## src/rtl/sqrt_ctrl.sv

```systemverilog
// Sequencing FSM for the odd-number-subtraction square-root datapath.
// Optional iteration-limit guard compiled in with `define SQRT_CTRL_TIMEOUT_EN.
module sqrt_ctrl #(
    parameter int unsigned MAX_ITER = 256
) (
    input  logic       clk_i,
    input  logic       rst_ni,
    input  logic       start_i,
    input  logic       abort_i,
    input  logic       sq_le_x_i,
    output logic       load_x_o,
    output logic       reg_init_o,
    output logic       step_en_o,
    output logic       res_en_o,
    output logic       busy_o,
    output logic       done_o,
    output logic       error_o,
    output logic [8:0] iter_count_o
);

    localparam logic [2:0] StIdle   = 3'd0;
    localparam logic [2:0] StInit   = 3'd1;
    localparam logic [2:0] StCheck  = 3'd2;
    localparam logic [2:0] StUpdate = 3'd3;
    localparam logic [2:0] StFin    = 3'd4;
    localparam logic [2:0] StErr    = 3'd5;

    localparam logic [8:0] MaxIterW = 9'(MAX_ITER);

    logic [2:0] state_q, state_d;
    logic [8:0] iter_q, iter_d;

`ifndef SQRT_CTRL_TIMEOUT_EN
    logic unused_max_iter;
    assign unused_max_iter = ^MaxIterW;
`endif

    always_comb begin
        state_d = state_q;
        iter_d  = iter_q;
        unique case (state_q)
            StIdle: begin
                if (start_i) state_d = StInit;
            end
            StInit: begin
                // An aborted INIT leaves the previous count visible.
                if (!abort_i) iter_d = '0;
                state_d = StCheck;
            end
            StCheck: begin
`ifdef SQRT_CTRL_TIMEOUT_EN
                if (sq_le_x_i && (iter_q == MaxIterW)) state_d = StErr;
                else if (sq_le_x_i)                    state_d = StUpdate;
                else                                   state_d = StFin;
`else
                state_d = sq_le_x_i ? StUpdate : StFin;
`endif
            end
            StUpdate: begin
                // step_en fires this cycle even if aborted, so the step is counted.
                if (iter_q != 9'd511) iter_d = iter_q + 9'd1;
                state_d = StCheck;
            end
            StFin: begin
                state_d = StIdle;
            end
`ifdef SQRT_CTRL_TIMEOUT_EN
            StErr: begin
                state_d = StIdle;
            end
`endif
            default: begin
                state_d = StIdle;
            end
        endcase
        if (abort_i && (state_q != StIdle)) state_d = StIdle;
    end

    always_ff @(posedge clk_i or negedge rst_ni) begin
        if (!rst_ni) begin
            state_q <= StIdle;
            iter_q  <= '0;
        end else begin
            state_q <= state_d;
            iter_q  <= iter_d;
        end
    end

    always_comb begin
        load_x_o   = (state_q == StInit);
        reg_init_o = (state_q == StInit);
        step_en_o  = (state_q == StUpdate);
        res_en_o   = (state_q == StFin);
        busy_o     = (state_q != StIdle);
`ifdef SQRT_CTRL_TIMEOUT_EN
        done_o     = (state_q == StFin) || (state_q == StErr);
        error_o    = (state_q == StErr);
`else
        done_o     = (state_q == StFin);
        error_o    = 1'b0;
`endif
    end

    assign iter_count_o = iter_q;

endmodule

```

## config.mk

```make
export PLATFORM = sky130hd
export DESIGN_NAME = sqrt_ctrl
export DESIGN_NICKNAME = d
export VERILOG_FILES = /design/src/rtl/sqrt_ctrl.sv
export SDC_FILE = /design/constraint.sdc
export NUM_CORES = 1
export LEC_CHECK = 0
export CORE_MARGIN = 1
export CORE_UTILIZATION = 49
export DETAILED_ROUTE_END_ITERATION = 7
export PLACE_DENSITY = 0.81
export SYNTH_ARGS = -nofsm -noshare
export SYNTH_HDL_FRONTEND = slang
export SYNTH_SLANG_ARGS = --single-unit
```

## constraint.sdc

```tcl
create_clock -name clk_i -period 5 [get_ports clk_i]
set_clock_uncertainty 0.05 [all_clocks]
set_input_delay 0.5 -clock clk_i [delete_from_list [all_inputs] [get_ports clk_i]]
set_output_delay 0.5 -clock clk_i [all_outputs]
set_load 0.05 [all_outputs]
```

# Word-level counts from Yosys, hierarchy flattened
# Cells that the tools add are included.
[totals] latchBits=0 ram_bits=0 memories=0 mem_bits_ro=0 regBits=12
[classes] reduce_logical=6 n_eq_ne=8 n_shift=0 div=0 bitwise_logic=0 addsub=1 order_cmp=0 n_mul=0 n_mux=7
[op_table] operator="2-to-1 mux 9 bit" n=2
[op_table] operator="case mux 9 bit (2 select lines)" n=1
[op_table] operator="adder 9 x 1 -> 9 bit, second input constant" n=1
[op_table] operator="2-to-1 mux 3 bit" n=3
[op_table] operator="!= test 9 bit, second input constant" n=1
[op_table] operator="case mux 3 bit (3 select lines)" n=1
[op_table] operator="equality test 3 x 2 -> 1 bit, second input constant" n=2
[op_table] operator="equality test 3 x 1 -> 1 bit, second input constant" n=1
[op_table] operator="equality test 3 bit, second input constant" n=1
[op_table] operator="logical NOT 3 bit" n=1
[op_table] operator="!= test 3 bit, second input constant" n=1
[op_table] operator="AND reduction 3 bit" n=1
[op_table] operator="nonzero test 3 bit" n=1
[op_table] operator="!= test 2 x 1 -> 1 bit, second input constant" n=1
[op_table] operator="!= test 2 bit, second input constant" n=1
[op_table] operator="nonzero test 2 bit" n=1
[op_table] operator="OR reduction 2 bit" n=1
[op_table] operator="logical AND 1 bit" n=1

# Longest topological paths before layout
# Gate-level depths: netlist of run 1.
[logic_depth] word_depth=4 mapped_depth=8 ltp_nobuf=7

# Least setup slack after synthesis of run 1
# Ideal clock, no wire load.
[synth_timing] path_kind="register to output" start="reg state_q[0]" end="out reg_init_o" arrival_ps=2149 t_required_ps=4450 path_slack_ps=2301 path_buffers=2 path_stages_with_launch=4 path_cell_list="dfrtp_1 buf_2 nor3b_1 buf_4"
[synth_via] elab_chain_cells=1
[synth_lines] item="start, declared" line_no="30" rtl="logic [2:0] state_q, state_d;"
[synth_lines] item="start signal, assigned" line_no="81" rtl="state_q <= StIdle;"
[synth_lines] item="start signal, assigned" line_no="84" rtl="state_q <= state_d;"
[synth_lines] item="equality test 3 x 1 -> 1 bit"
[synth_lines] item="end, declared" line_no="12" rtl="output logic reg_init_o,"
# Every way passes these cells.

# Final worst setup path of run 1
[layout_timing] start="reg state_q[0]" end="out load_x_o"
[layout_via] elab_chain_cells=1
[layout_lines] item="equality test 3 x 1 -> 1 bit" line_no="90" rtl="load_x_o = (state_q == StInit);"
[layout_lines] item="end, declared" line_no="11" rtl="output logic load_x_o,"
# Every way passes these cells.

==> results.md, run 1 <==
* Crit path arrival time at around 2.0 ns
* Final Wtd Congestion at between 0.7 and 0.8
* FP Rows at 13
* Antenna cells at 0
* Sink Count at 12
* Largest net degree at the start of global routing at 13
* Kind of cell adding the most delay to the critical path: buffers and inverters
* Mapped Cells at 72
* Post-CTS setup buffers at 0
* Startpoint Class: flop
* Syn_nets at 79
* Int Power at 0.000162 W
* GRT Total Usage at 20.3%
* Worst path buffer plus inverter count at 1
* Rel. slew slack at 63.7%
* CP cell instances: nor3b_1 > clkdlybuf4s50_1
* Seq cells post-synth at 12
* Fill cell count at 110
* Final Hold Fails at 0
* Sw Pwr at 0.0000921 W
* Outcome: completed
* Core Util, Final at between 60% and 70%
* Initial antenna violation count at 0
* Via density at 5.70
* Clk slew on worst S/H paths at 0.07 ns
* Io pins at 21
* DRT antenna net count at 0
* Clock power frac at 22.6%
* PwrDens at around 280 nW/um2
* WP data required at 4.45 ns
* PortBufs at 19
* Max-slew violations at 0
* Post-synth top flop: dfrtp_1
* Number of flops mapped to enable cells by yosys at 0
* Worst-Skew Late Latency at 0.26 ns
* Sequential share of power at 44.7%
* Post-synthesis sequential area ratio at between 40% and 50%
* Core footprint at 1330 um2
* First-pass GRT wire length at 2180 um
* CP max stage delay at 0.87 ns
* Die H at about 40 um
* Leakage at between 0.3 and 0.4 nW
* CTS Buf Count at 3
* Syn Area/Cell at 10.0 um2
* DRT iter0 DRCs at 17
* Max_cap viols at 0
* Fraction of layout cells with a size suffix above 1 at 12.5%
* TritonCTS clock tree: done
* Register area at approximately 300 um2
* Vias in the first global route at 508
* Syn-to-layout area delta at 26.0%
* Crit Path Max Fanout at 12
* Resized Gates After CTS at 0
* DR vias at a little under 600
* Post-Syn Area at around 720 um2
* Critical-path top delay cell: clkdlybuf4s50_1
* Setup violations, final at 0
* Multi-input gate area in the final layout at 372 um2
* Hold buffer count at cts at 0
* Die ar. at roughly 1600 um2
* WS Path Type: reg2out
* Setup crit end kind: output port
* Overall routed net length at 1350 um
* Final worst path period share at 51.0%
* PnR worst setup slack at 2.45 ns
* Router iterations before antenna repair at 4
* DP Cell Count at 100
* Drt drc at 0
* Tmin final at 2.55 ns
* Synth warn at 0
* Hpwl dp at 1010 um
* GR Overflow Total at 0
* Async SR Flop Fraction at 100%
* Die Width at 40.4 um
* Synth unique cells at 33
* Worst slew pin tran at 0.542 ns
* WL/cell at between 10 and 15 um
* Combinational fraction of design power at 32.6%
* Final TNS setup at 0 ns
* Peak Freq at 392 MHz
* Initial core utilization at 54.2%
* Clock buffer depth at 2
* Root Driver: clkbuf_4
* H-tree depth at 1
* Final #Nets at between 90 and 100
* RSZ-0062 raised after global routing: false
* Worst VDD drop at 184 uV
* Dpl ws at 2.74 ns
* Fin area at slightly above 900 um2
* Hold WC Path Type: reg2reg
* Placed cell areas at about 890 um2
* Switching part of the total at 36.3%
* Final Non-Filler Cells at about 100
flip-flops by register name, summed over array words and instances (netlist names):
| register | cells |
|---|---|
| iter_count_o | 9 |
| state_q | 3 |
worst reg2reg max path: stages (launching register included):
cell       delay, ns
dfrtp_1         0.42
ha_1            0.22
nand3_1         0.12
nor3_1          0.08
ha_1            0.20
nand4bb_1       0.37
nor4_1          0.46
mux2i_1         0.23
metal layers:
layer | global-route usage [%] | share of wire, % | up-vias
met1 | 25.6 | 46 | 272
met2 | 30.6 | 47 | 20
li1 | - | - | 291
met3 | 6.11 | 5.1 | 4
met4 | 10.8 | 1.9 | 0
met5 | 0 | 0 | -
power groups by stage:
stage / logic (W) / registers, W / clock network [W]
final: 0.0000828 / 0.000114 / 0.0000575
after global routing: 0.0000895 / 0.000116 / 0.0000640
after CTS: 0.0000835 / 0.000113 / 0.0000585
after detailed placement: 0.0000829 / 0.000116 / 0
after global placement: 0.0000822 / 0.000115 / 0
after floorplan: 0.0000528 / 0.000123 / 0
through the flow:
| stage | hold slack (ns) | power [W] |
|---|---|---|
| after detailed placement | 0.481 | 0.000198 |
| after global routing | 0.519 | 0.000269 |
| after global placement | 0.480 | 0.000197 |
| after floorplan | 0.154 | 0.000176 |
| final | 0.490 | 0.000254 |
| after CTS | 0.490 | 0.000255 |
cells in the final DEF (no fill, tap or decap), types with 2 or more instances in the layout:
cell             count
a21oi_1              4
and3_1               2
clkbuf_4             3
clkdlybuf4s50_1     19
dfrtp_1             12
ha_1                 2
inv_1                2
mux2_4               3
mux2i_1              2
nand2_1              7
nand2b_1             2
nand3_1              2
nor3_1               3
nor3b_1              2
nor4_1               2
o21ai_0              4
or3_1                2
layout make-up:
| class | count | share of cell area [%] |
|---|---|---|
| Timing Repair Buffer | 19 | 20.9 |
| Sequential cell | 12 | 33.0 |
| Inverter | 2 | 0.824 |
| Tap cell | 15 | 2.06 |
| Clock buffer | 3 | 2.47 |
| Multi-Input combinational cell | 52 | 40.8 |
cells in the mapped netlist (all sizes together) (3+ instances only):
library cell	n	area share [%]
dfrtp	12	42
nand2	7	3.6
buf	6	6.1
a21oi	4	2.8
o21ai	4	2.8
mux2	3	6.2
nand2b	3	2.9
nor3	3	2.1
or3	3	2.8
cell families (layout without fill, tap and decap cells):
group                    Yosys count  after routing  share of synthesized area, %
AND/OR/NAND/NOR                   32             32                          28.2
flip-flops                        12             12                          41.5
other                              1              1                         0.519
AO/OA/AOI/OAI                     12             12                          10.2
buffers and inverters              8             24                          7.09
adder cells (fa/ha/maj)            2              2                          3.46
multiplexers                       5              5                          9.00
final timing paths:
check                                 from         endpoint  slack (ns)  depth (start not counted)
min                        iter_count_o[4]  iter_count_o[4]        0.49                          1
min reg2reg                iter_count_o[4]  iter_count_o[4]        0.49                          1
max reg2reg                iter_count_o[0]  iter_count_o[7]        2.77                          7
max in group asynchronous           rst_ni       state_q[0]        4.00                          1
max                             state_q[0]         load_x_o        2.45                          2
min in group asynchronous           rst_ni  iter_count_o[3]        0.54                          1
Power figures use the tool's default switching activity.
==> run 2, diff against run 1 <==
--- a/config.mk
+++ b/config.mk
@@ -6,9 +6,9 @@
 export NUM_CORES = 1
 export LEC_CHECK = 0
 export CORE_MARGIN = 1
-export CORE_UTILIZATION = 49
+export CORE_UTILIZATION = 45
 export DETAILED_ROUTE_END_ITERATION = 7
-export PLACE_DENSITY = 0.81
+export PLACE_DENSITY = 0.75
 export SYNTH_ARGS = -nofsm -noshare
 export SYNTH_HDL_FRONTEND = slang
 export SYNTH_SLANG_ARGS = --single-unit
==> constraint.sdc (replaced) <==
create_clock -name clk_i -period 2.4 [get_ports clk_i]
set_clock_uncertainty 0.05 [all_clocks]
set_input_delay 0.24 -clock clk_i [delete_from_list [all_inputs] [get_ports clk_i]]
set_output_delay 0.24 -clock clk_i [all_outputs]
set_load 0.05 [all_outputs]
==> results.md, run 2 (same netlist as run 1, synthesis figures left out) <==
* Multi-input gate area in the final layout at 388 um2
* Kind of cell adding the most delay to the critical path: buffers and inverters
* Crit path arrival time at approximately 2.0 ns
* FP Rows at 14
* Die Width at 42.1 um
* Peak Freq at 439 MHz
* First-pass GRT wire length at 2350 um
* Via density at about 5.6
* RSZ-0062 raised after global routing: false
* WP data required at 2.11 ns
* GR Overflow Total at 0
* PortBufs at 19
* GRT Total Usage at 17.2%
* PwrDens at 569 nW/um2
* Drt drc at 0
* Outcome: completed
* Final worst path period share at 94.9%
* Router iterations before antenna repair at 4
* Initial antenna violation count at 0
* Worst path buffer plus inverter count at 1
* Hpwl dp at about 1000 um
* PnR worst setup slack at 0.122 ns
* Final #Nets at 97
* Die H at roughly 42 um
* Critical-path top delay cell: clkdlybuf4s50_1
* Register area at around 300 um2
* DR vias at between 500 and 600
* Max-slew violations at 0
* Clk slew on worst S/H paths at 0.07 ns
* Fill cell count at 137
* Largest net degree at the start of global routing at 13
* Max reg flops at 9
* Die ar. at 1770 um2
* Worst-Skew Late Latency at 0.26 ns
* Io pins at 21
* Worst VDD drop at 338 uV
* Fraction of layout cells with a size suffix above 1 at 15.9%
* Dpl ws at 0.207 ns
* Rel. slew slack at around 65%
* Hold WC Path Type: in2async
* Syn-to-layout area delta at 28.4%
* Overall routed net length at 1350 um
* Fin area at 928 um2
* Leading cell types in the layout, fill and taps excluded: clkdlybuf4s50_1, dfrtp_1, nand2_1, o21ai_0, a21oi_1
* Post-CTS setup buffers at 0
* Setup violations, final at 0
* Sink Count at 12
* Antenna cells at 0
* WL/cell at 13.0 um
* DRT antenna net count at 0
* Most common cell after layout, fill and taps aside: clkdlybuf4s50_1
* Tmin final at 2.28 ns
* Startpoint Class: flop
* Root Driver: clkbuf_4
* Final Wtd Congestion at 0.817
* Final Hold Fails at 0
* CP cell instances: or3_2 > clkdlybuf4s50_1
* DRT iter0 DRCs at 6
* Worst slew pin tran at 0.530 ns
* H-tree depth at 1
* Setup crit end kind: output port
* CTS Buf Count at 3
* Placed cell areas at 900 um2
* Core footprint at ~1500 um2
* Leakage at 0.387 nW
* Initial core utilization at 48.0%
* Clock buffer depth at 2
* Final TNS setup at 0 ns
* TritonCTS clock tree: done
* CP max stage delay at 0.72 ns
* Vias in the first global route at around 560
* Crit Path Max Fanout at 10
* Max_cap viols at 0
* WS Path Type: reg2out
[run 2: cell counts in the layout (fill, tap and decap cells not counted)]
Identical to the previous run, type by type.
[run 2: layout make-up]
class / instances / share of cell area, %
Sequential cell: 12 / 32.3
Timing Repair Buffer: 19 / 20.5
Clock buffer: 3 / 2.43
Tap cell: 16 / 2.16
Inverter: 2 / 0.809
Multi-Input combinational cell: 52 / 41.8
[run 2: path summary, 6_finish.rpt]
check / startpoint / endpoint / slack, ns / cells after the start
setup / recovery: state_q[1] / busy_o / 0.12 / 2
hold / removal: rst_ni / iter_count_o[5] / 0.27 / 1
setup reg to reg: iter_count_o[0] / iter_count_o[6] / 0.20 / 7
hold reg to reg: iter_count_o[0] / iter_count_o[0] / 0.50 / 1
max in group asynchronous: rst_ni / iter_count_o[1] / 1.67 / 1
min in group clk_i: iter_count_o[0] / iter_count_o[0] / 0.50 / 1
[run 2: routing by layer]
layer  track usage (%)  vias up  wire length (um)
met5                 0        -                 0
met4              5.63        0                19
met3              3.02        5                78
met2              28.4       20               607
met1              22.9      268               644
li1                  -      294                 -
[run 2: power by group]
| part | switching [W] | internal, W | leakage, nW |
|---|---|---|---|
| Clock | 0.0000587 | 0.0000580 | 0.0138 |
| Sequential | 0.0000238 | 0.000215 | 0.165 |
| Combinational | 0.000107 | 0.0000656 | 0.208 |
| Total | 0.000190 | 0.000338 | 0.387 |
[run 2: repair_timing]
item,4_1_cts,5_1_grt
resized for setup,0,1
hold buffers,0,0
endpoints found under the setup margin,0,1
[run 2: through the flow]
stage / hold slack [ns] / std cells / util [%] / total power, W
floorplan: -0.106 / 72 / - / 0.000369
global placement: 0.485 / 101 / 59.7 / 0.000414
global route: 0.334 / 104 / 61.6 / 0.000554
detailed placement: 0.486 / 101 / 59.7 / 0.000416
finish: 0.270 / 104 / 61.6 / 0.000528
CTS: 0.286 / 104 / 61.2 / 0.000531
==> run 3, diff against run 2 <==
--- a/config.mk
+++ b/config.mk
@@ -7,8 +7,10 @@
 export LEC_CHECK = 0
 export CORE_MARGIN = 1
 export CORE_UTILIZATION = 45
+export CTS_CLUSTER_DIAMETER = 200
 export DETAILED_ROUTE_END_ITERATION = 7
 export PLACE_DENSITY = 0.75
+export SKIP_LAST_GASP = 1
 export SYNTH_ARGS = -nofsm -noshare
 export SYNTH_HDL_FRONTEND = slang
 export SYNTH_SLANG_ARGS = --single-unit
==> results of run 3 <==
No change in the layout: final DEF, timing and power equal those of run 2.
